File: config.mk
export PLATFORM = sky130hd
export DESIGN_NAME = video_timing_gen
export DESIGN_NICKNAME = d
export VERILOG_FILES = /design/src/rtl/video_timing_pkg.sv /design/src/rtl/vt_axis.sv /design/src/rtl/video_timing_gen.sv
export SDC_FILE = /design/constraint.sdc
export NUM_CORES = 1
export LEC_CHECK = 0
export BUFFER_PORTS_ARGS = -buffer_cell sky130_fd_sc_hd__clkbuf_2
export CAP_MARGIN = 15
export CORE_UTILIZATION = 35
export DETAILED_ROUTE_END_ITERATION = 8
export PLACE_DENSITY = 0.61
export SETUP_SLACK_MARGIN = 0.1
export SYNTH_ARGS = -nofsm -noshare
export SYNTH_HDL_FRONTEND = slang
export SYNTH_SLANG_ARGS = --single-unit
File: constraint.sdc
create_clock -name clk_vid -period 26.7 [get_ports clk_vid]
set_clock_uncertainty 0.1 [all_clocks]
set_input_delay 0 -clock clk_vid [delete_from_list [all_inputs] [get_ports clk_vid]]
set_output_delay 0 -clock clk_vid [all_outputs]
set_load 0.02 [all_outputs]
File: src/rtl/video_timing_pkg.sv
// Shared definitions for the video raster timing generator.
// Contents: cfg_addr register map, reset-default timing, axis/timing-set structs
// and a helper that sums one axis into its total period.
// Timing fields are held in FieldW-bit containers so one struct type serves any
// HW up to FieldW. Fields narrower than FieldW are zero-extended.
package video_timing_pkg;

    localparam int unsigned FieldW = 16;
    // Totals and window bounds: four FieldW fields summed without overflow.
    localparam int unsigned TotW   = FieldW + 2;

    localparam logic [2:0] AddrHAct  = 3'd0;
    localparam logic [2:0] AddrHFp   = 3'd1;
    localparam logic [2:0] AddrHSync = 3'd2;
    localparam logic [2:0] AddrHBp   = 3'd3;
    localparam logic [2:0] AddrVAct  = 3'd4;
    localparam logic [2:0] AddrVFp   = 3'd5;
    localparam logic [2:0] AddrVSync = 3'd6;
    localparam logic [2:0] AddrVBp   = 3'd7;

    localparam logic [FieldW-1:0] DefHAct  = 16'd320;
    localparam logic [FieldW-1:0] DefHFp   = 16'd16;
    localparam logic [FieldW-1:0] DefHSync = 16'd32;
    localparam logic [FieldW-1:0] DefHBp   = 16'd48;
    localparam logic [FieldW-1:0] DefVAct  = 16'd240;
    localparam logic [FieldW-1:0] DefVFp   = 16'd3;
    localparam logic [FieldW-1:0] DefVSync = 16'd4;
    localparam logic [FieldW-1:0] DefVBp   = 16'd15;

    typedef struct packed {
        logic [FieldW-1:0] act;
        logic [FieldW-1:0] fp;
        logic [FieldW-1:0] sync;
        logic [FieldW-1:0] bp;
    } axis_cfg_t;

    typedef struct packed {
        axis_cfg_t h;
        axis_cfg_t v;
        logic      interlace;
    } timing_t;

    localparam timing_t TimingDefault = '{
        h:         '{act: DefHAct, fp: DefHFp, sync: DefHSync, bp: DefHBp},
        v:         '{act: DefVAct, fp: DefVFp, sync: DefVSync, bp: DefVBp},
        interlace: 1'b0
    };

    function automatic logic [TotW-1:0] axis_total(input axis_cfg_t a);
        return TotW'(a.act) + TotW'(a.fp) + TotW'(a.sync) + TotW'(a.bp);
    endfunction

endpackage

File: src/rtl/vt_axis.sv
// One raster axis: next-count with wrap, plus blank and sync-window decode of the
// next count. Purely combinational; the top level owns the count register.
//   cnt_i   current count           clr_i  force next count to 0
//   step_i  advance this clock      last_i count value that wraps to 0
//   act_i/fp_i/sync_i  timing fields used to decode the next count
//   cnt_o   next count   wrap_o  cnt_i is at last_i
//   blank_o next count >= act   sync_o  next count in [act+fp, act+fp+sync)
// Kept as separate assigns so wrap_o never depends on the decode fields; the top
// selects those fields from wrap_o at a field boundary.
module vt_axis
    import video_timing_pkg::*;
#(
    parameter int unsigned HW = 12
) (
    input  logic [HW-1:0]     cnt_i,
    input  logic              clr_i,
    input  logic              step_i,
    input  logic [TotW-1:0]   last_i,
    input  logic [FieldW-1:0] act_i,
    input  logic [FieldW-1:0] fp_i,
    input  logic [FieldW-1:0] sync_i,
    output logic [HW-1:0]     cnt_o,
    output logic              wrap_o,
    output logic              blank_o,
    output logic              sync_o
);

    logic [TotW-1:0] nxt_ext;
    logic [TotW-1:0] sync_lo;
    logic [TotW-1:0] sync_hi;

    assign wrap_o  = (TotW'(cnt_i) == last_i);
    assign cnt_o   = clr_i ? '0 : (step_i ? (wrap_o ? '0 : cnt_i + 1'b1) : cnt_i);
    assign nxt_ext = TotW'(cnt_o);
    assign sync_lo = TotW'(act_i) + TotW'(fp_i);
    assign sync_hi = sync_lo + TotW'(sync_i);
    assign blank_o = (nxt_ext >= TotW'(act_i));
    assign sync_o  = (nxt_ext >= sync_lo) && (nxt_ext < sync_hi);

endmodule

File: src/rtl/video_timing_gen.sv
// Programmable raster timing generator with double-buffered timing registers.
//   clk_vid/reset            video clock, asynchronous active-high reset
//   ce_pix                   pixel enable; raster state advances only when high
//   cfg_we/cfg_addr/cfg_data staging register write port
//   cfg_interlace/cfg_commit staged interlace flag, request apply at field boundary
//   cfg_pending/cfg_err      commit outstanding / one-clock reject pulse
//   HSync/VSync              syncs at HS_POL/VS_POL active level
//   HBlank/VBlank/DE         blanking and data enable for the presented pixel
//   f1/hcnt/vcnt/new_frame   field, position, pulse on (0,0) of every field
// All flags are registered together with hcnt/vcnt, so they describe the same pixel.
// HW must not exceed video_timing_pkg::FieldW.
module video_timing_gen
    import video_timing_pkg::*;
#(
    parameter int unsigned HW     = 12,
    parameter logic        HS_POL = 1'b0,
    parameter logic        VS_POL = 1'b0
) (
    input  logic          clk_vid,
    input  logic          reset,
    input  logic          ce_pix,
    input  logic          cfg_we,
    input  logic [2:0]    cfg_addr,
    input  logic [HW-1:0] cfg_data,
    input  logic          cfg_interlace,
    input  logic          cfg_commit,
    output logic          cfg_pending,
    output logic          cfg_err,
    output logic          HSync,
    output logic          VSync,
    output logic          HBlank,
    output logic          VBlank,
    output logic          DE,
    output logic          f1,
    output logic [HW-1:0] hcnt,
    output logic [HW-1:0] vcnt,
    output logic          new_frame
);

    localparam logic [TotW-1:0] TotMax = TotW'((1 << HW) - 1);

    timing_t       act_q, act_d, stg_q, stg_d;
    logic [HW-1:0] hcnt_q, hcnt_d, vcnt_q, vcnt_d;
    logic          hblank_q, hblank_d, vblank_q, vblank_d;
    logic          hsync_q, hsync_d, vsync_q, vsync_d;
    logic          f1_q, f1_d, pending_q, pending_d;
    logic          new_frame_q, new_frame_d, cfg_err_q, cfg_err_d;
    logic          started_q, started_d;

    logic [TotW-1:0] htot, vtot, h_last, v_last, stg_htot, stg_vtot;
    logic [TotW-1:0] half_nxt, vs_lo, vs_hi, h_ext, v_ext;
    logic            running, restart, boundary, stg_ok, apply, reject, commit_take;
    logic [HW-1:0]   h_nxt, v_nxt;
    logic            h_wrap, v_wrap, h_blank, v_blank, h_sync, v_sync, vs_half;

    assign htot   = axis_total(act_q.h);
    assign vtot   = axis_total(act_q.v);
    assign h_last = htot - 1'b1;
    // Field 1 carries one extra blank line at the end of the back porch.
    assign v_last = f1_q ? vtot : vtot - 1'b1;

    // The first pixel enable after reset is itself a field boundary.
    assign running  = ce_pix & started_q;
    assign restart  = ce_pix & ~started_q;
    assign boundary = restart | (running & h_wrap & v_wrap);

    assign stg_htot = axis_total(stg_q.h);
    assign stg_vtot = axis_total(stg_q.v);
    assign stg_ok   = (stg_q.h.act != '0) && (stg_q.h.sync != '0) &&
                      (stg_q.v.act != '0) && (stg_q.v.sync != '0) &&
                      (stg_htot <= TotMax) && (stg_vtot + 1'b1 <= TotMax);

    assign apply       = boundary & pending_q & stg_ok;
    assign reject      = boundary & pending_q & ~stg_ok;
    assign commit_take = cfg_commit & (~pending_q | boundary);
    // A newly applied set already decodes (0,0) of the field it opens.
    assign act_d       = apply ? stg_q : act_q;

    vt_axis #(.HW(HW)) u_h_axis (
        .cnt_i   (hcnt_q),
        .clr_i   (restart),
        .step_i  (running),
        .last_i  (h_last),
        .act_i   (act_d.h.act),
        .fp_i    (act_d.h.fp),
        .sync_i  (act_d.h.sync),
        .cnt_o   (h_nxt),
        .wrap_o  (h_wrap),
        .blank_o (h_blank),
        .sync_o  (h_sync)
    );

    vt_axis #(.HW(HW)) u_v_axis (
        .cnt_i   (vcnt_q),
        .clr_i   (restart),
        .step_i  (running & h_wrap),
        .last_i  (v_last),
        .act_i   (act_d.v.act),
        .fp_i    (act_d.v.fp),
        .sync_i  (act_d.v.sync),
        .cnt_o   (v_nxt),
        .wrap_o  (v_wrap),
        .blank_o (v_blank),
        .sync_o  (v_sync)
    );

    // Field 1 VSync: same lines as field 0 but both edges move to mid-line.
    assign half_nxt = axis_total(act_d.h) >> 1;
    assign vs_lo    = TotW'(act_d.v.act) + TotW'(act_d.v.fp);
    assign vs_hi    = vs_lo + TotW'(act_d.v.sync);
    assign h_ext    = TotW'(h_nxt);
    assign v_ext    = TotW'(v_nxt);
    assign vs_half  = ((v_ext > vs_lo) || ((v_ext == vs_lo) && (h_ext >= half_nxt))) &&
                      ((v_ext < vs_hi) || ((v_ext == vs_hi) && (h_ext < half_nxt)));

    always_comb begin
        stg_d = stg_q;
        if (cfg_we) begin
            unique case (cfg_addr)
                AddrHAct:  stg_d.h.act  = FieldW'(cfg_data);
                AddrHFp:   stg_d.h.fp   = FieldW'(cfg_data);
                AddrHSync: stg_d.h.sync = FieldW'(cfg_data);
                AddrHBp:   stg_d.h.bp   = FieldW'(cfg_data);
                AddrVAct:  stg_d.v.act  = FieldW'(cfg_data);
                AddrVFp:   stg_d.v.fp   = FieldW'(cfg_data);
                AddrVSync: stg_d.v.sync = FieldW'(cfg_data);
                AddrVBp:   stg_d.v.bp   = FieldW'(cfg_data);
            endcase
        end
        if (commit_take) begin
            stg_d.interlace = cfg_interlace;
        end
    end

    always_comb begin
        hcnt_d      = hcnt_q;
        vcnt_d      = vcnt_q;
        hblank_d    = hblank_q;
        vblank_d    = vblank_q;
        hsync_d     = hsync_q;
        vsync_d     = vsync_q;
        f1_d        = f1_q;
        pending_d   = pending_q;
        new_frame_d = boundary;
        cfg_err_d   = reject;
        started_d   = started_q | ce_pix;

        if (boundary) begin
            f1_d      = apply ? 1'b0 : (act_q.interlace & ~f1_q);
            pending_d = 1'b0;
        end
        if (commit_take) begin
            pending_d = 1'b1;
        end
        if (ce_pix) begin
            hcnt_d   = h_nxt;
            vcnt_d   = v_nxt;
            hblank_d = h_blank;
            vblank_d = v_blank;
            hsync_d  = h_sync;
            vsync_d  = f1_d ? vs_half : v_sync;
        end
    end

    always_ff @(posedge clk_vid or posedge reset) begin
        if (reset) begin
            act_q       <= TimingDefault;
            stg_q       <= TimingDefault;
            hcnt_q      <= '0;
            vcnt_q      <= '0;
            hblank_q    <= 1'b1;
            vblank_q    <= 1'b1;
            hsync_q     <= 1'b0;
            vsync_q     <= 1'b0;
            f1_q        <= 1'b0;
            pending_q   <= 1'b0;
            new_frame_q <= 1'b0;
            cfg_err_q   <= 1'b0;
            started_q   <= 1'b0;
        end else begin
            act_q       <= act_d;
            stg_q       <= stg_d;
            hcnt_q      <= hcnt_d;
            vcnt_q      <= vcnt_d;
            hblank_q    <= hblank_d;
            vblank_q    <= vblank_d;
            hsync_q     <= hsync_d;
            vsync_q     <= vsync_d;
            f1_q        <= f1_d;
            pending_q   <= pending_d;
            new_frame_q <= new_frame_d;
            cfg_err_q   <= cfg_err_d;
            started_q   <= started_d;
        end
    end

    // hsync_q/vsync_q hold "sync active"; polarity is applied only at the pins.
    assign HSync       = HS_POL ? hsync_q : ~hsync_q;
    assign VSync       = VS_POL ? vsync_q : ~vsync_q;
    assign HBlank      = hblank_q;
    assign VBlank      = vblank_q;
    assign DE          = ~hblank_q & ~vblank_q;
    assign f1          = f1_q;
    assign hcnt        = hcnt_q;
    assign vcnt        = vcnt_q;
    assign new_frame   = new_frame_q;
    assign cfg_pending = pending_q;
    assign cfg_err     = cfg_err_q;

endmodule

==> run summary <==
Fin Hold WS - -0.00578 ns
Number of H-tree levels - 1
Row cnt - 89
Setup slack after layout - 14.04 ns
Synth Flop Type - dfrtp_1
Clock transition at path regs - 0.06 ns
Clk_lat worst skew - 0.59 ns
Critical-path maximum fanout - 27
Status - finished, violations left
Syn_nets - 2,546
Fmax - 0.0790 GHz
Synth top area share - 26.0%
Syn_area_per_cell - 9.73 sq um
Crit. Startpoint - act_q[66]
Max clock buf depth - 3
Reg-to-Reg End - vsync_q
Post-synth top area cell - dfrtp_1
Initial drt markers - 1,075
Most numerous cell in the Yosys netlist - nand2_1
Leak - 11.6 nW
Period utilization - 47.4%
Worst slew pin tran - 1.15 ns
Nets - 2,618
R2R Setup Slk - 14.04 ns
Vias - 16,300
Slew Limit Fails - 0
P per Cell Area - 64.5 nW/um^2
Setup CP Type - flip-flop to flip-flop
TritonRoute pass-1 iters - 7
Number of global-route vias before repair - 16,400
Fillcell total - 5,928
CP Capture Type - flip-flop
Total track usage - 19.5%
RSZ-0062 raised after global routing - no
Slew headroom - 23.1%
Die Ht - 247 um
First-pass GRT wire length - 92,800 um
Routed length per instance - 19.4 um
Warnings, synthesis - 0
Initial Util - 35.6%
Die W - 247 um
Final Critical Period - 12.66 ns
Yosys reg bits - 255
Cells after Synth - 2,167
TritonCTS Buffers - 30
Hold WC Path Type - input pin to asynchronous set/reset pin
Root buffer cell - clkbuf_16
TritonCTS clock tree - done
Post-synthesis async set-or-reset flop share - 100%
Post-DR vias/cell - 5.35
FF-to-FF Start - act_q[66]
Peak supply drop - 0.0000444 V
Post-Route WL - 59,000 um
Max_cap viols - 0
Port bufs - 53
Area after DPL - 22,300 sq um
Multi-input gate area - 13,800 sq um
P&R area growth vs syn - 11.7%
Setup Slack @ Placement - 14.32 ns
Core area - 59,200 sq um
CP startpoint kind - flip-flop
Worst reg-to-reg path cell count - 50
Post-layout instance area - 23,500 sq um
Max stage delay on crit path - 0.74 ns
CTS sink count - 255
Share of layout cells above drive strength 1 - 12.9%
Failing checks - negative hold slack
EDFF count, synth - 0
# setup viols final - 0
Largest net degree at the start of global routing - 108
Seq/Total Area, Yosys - 30.5%
Hold Vio Cnt, Final - 1
Total congestion overflow - 0
Top cells by area, synth - dfrtp_1 (26%), ha_1 (15%), fa_1 (10%)
Final Wtd Congestion - 0.918
Most frequent cells after synthesis - nand2_1 (252), ha_1 (248), dfrtp_1 (219), inv_1 (198), nor2_1 (117)
Final setup TNS - 0 ns
Drt drc - 0
DP HPWL - 47,100 um
Die area - 61,200 sq um
Initial antenna violation count - 3
Critical Path RT - 27.05 ns
Distinct cells, synth - 92
Synth Cell Area - 21,100 sq um
Crit-path slowest cell - nand4_1
Number of placed I/O pins - 54
Most frequent CP cell - inv_1
Setup Buffers After CTS - 0
Detail Route Antenna Nets - 0
Register Area - 6430 sq um
Worst path arrival time - 13.01 ns
[cells in the final DEF, fill, tap and decap left out, types with 8 or more instances in the layout]
| master | n |
|---|---|
| xor2_1 | 48 |
| o21bai_1 | 15 |
| nand3_1 | 38 |
| buf_4 | 12 |
| o21ai_0 | 102 |
| inv_1 | 197 |
| o21a_1 | 15 |
| nand2_1 | 252 |
| nor2b_1 | 45 |
| or2_2 | 8 |
| nor4_1 | 23 |
| a31oi_1 | 13 |
| xnor2_1 | 65 |
| clkbuf_1 | 8 |
| fa_1 | 110 |
| dlygate4sd3_1 | 22 |
| mux2i_1 | 25 |
| nand4_1 | 25 |
| a21oi_1 | 87 |
| dfrtp_1 | 219 |
| mux2_2 | 101 |
| clkbuf_16 | 31 |
| a21o_1 | 62 |
| clkbuf_2 | 53 |
| ha_1 | 248 |
| nor2_1 | 117 |
| o211ai_1 | 9 |
| nand2b_1 | 27 |
| a21boi_0 | 12 |
| or3_1 | 9 |
| and3_1 | 14 |
| dfstp_2 | 36 |
| a211oi_1 | 11 |
| nor3_1 | 25 |
[what timing repair did]
item | CTS | global route
hold buffers | 22 | 0
resized for setup | 0 | 0
hold endpoints to repair | 207 | 0
[kinds of logic (layout without fill, tap and decap cells)]
logic type      after synthesis  count (layout)  share of synthesized area (%)
compound gates              419             419                           13.2
mux                         127             127                           6.64
xor+xnor                    115             115                           4.91
simple gates                641             641                           14.9
fa+ha+maj                   363             363                           25.4
flops                       255             255                           30.5
buf+inv                     247             343                           4.46
other cells                   0               2                              0
[worst max-delay path by stage]
stage	end	slack, ns	depth (start not counted)
2_1_floorplan	vsync_q	16.14	42
3_3_place_gp	vsync_q	14.48	50
3_5_place_dp	vsync_q	14.32	50
4_1_cts	vsync_q	14.26	50
5_1_grt	vsync_q	13.49	48
6_report	vsync_q	14.04	50
[power breakdown]
part | switching (mW) | total (mW) | leakage [nW] | internal (mW)
sequential | 0.0573 | 0.490 | 3.18 | 0.433
combinational | 0.328 | 0.593 | 7.87 | 0.265
clock | 0.173 | 0.435 | 0.506 | 0.262
[critical path, delay by kind of cell, from the launching register on]
kind / cells / cell delay [ns]
fa+ha+maj: 10 / 3.80
simple gates: 17 / 3.79
compound gates: 15 / 3.65
buf+inv: 7 / 0.69
flops: 1 / 0.33
xor+xnor: 1 / 0.15
[metrics by stage]
step / hold slack (ns) / power, mW / utilization, % / cells
floorplan: 0.00837 / 0.898 / - / 2167
global placement: 0.0726 / 1.06 / 37.6 / 2956
detailed placement: 0.0885 / 1.08 / 37.6 / 2956
CTS: 0.0272 / 1.53 / 39.7 / 3034
global route: 0.0886 / 1.62 / 39.7 / 3038
finish: -0.00578 / 1.52 / 39.7 / 3038
[sequential cells by signal (all words and copies together) (netlist names)]
signal / cells
HBlank: 1
VBlank: 1
act_q: 125
cfg_err: 1
cfg_pending: 1
f1: 1
hcnt: 12
hsync_q: 1
new_frame: 1
started_q: 1
stg_q: 97
vcnt: 12
vsync_q: 1
[layout make-up]
class / instances / area share, %
multi-input cells: 1665 / 58.4
flip-flops and latches: 255 / 27.3
well taps: 773 / 4.11
clock buffers: 43 / 3.66
inverters: 198 / 3.19
repair buffers: 89 / 2.54
clock inverters: 13 / 0.755
diodes: 2 / 0.0213
[metal layers]
metal  wire [um]  track usage (%)  vias up
met5          13                0        -
met4        2420             7.94        2
met3        3260             2.98      114
met2       26300             30.7      436
met1       26900             26.8     7984
li1            -                -     7731
Power figures use the tool's default switching activity.
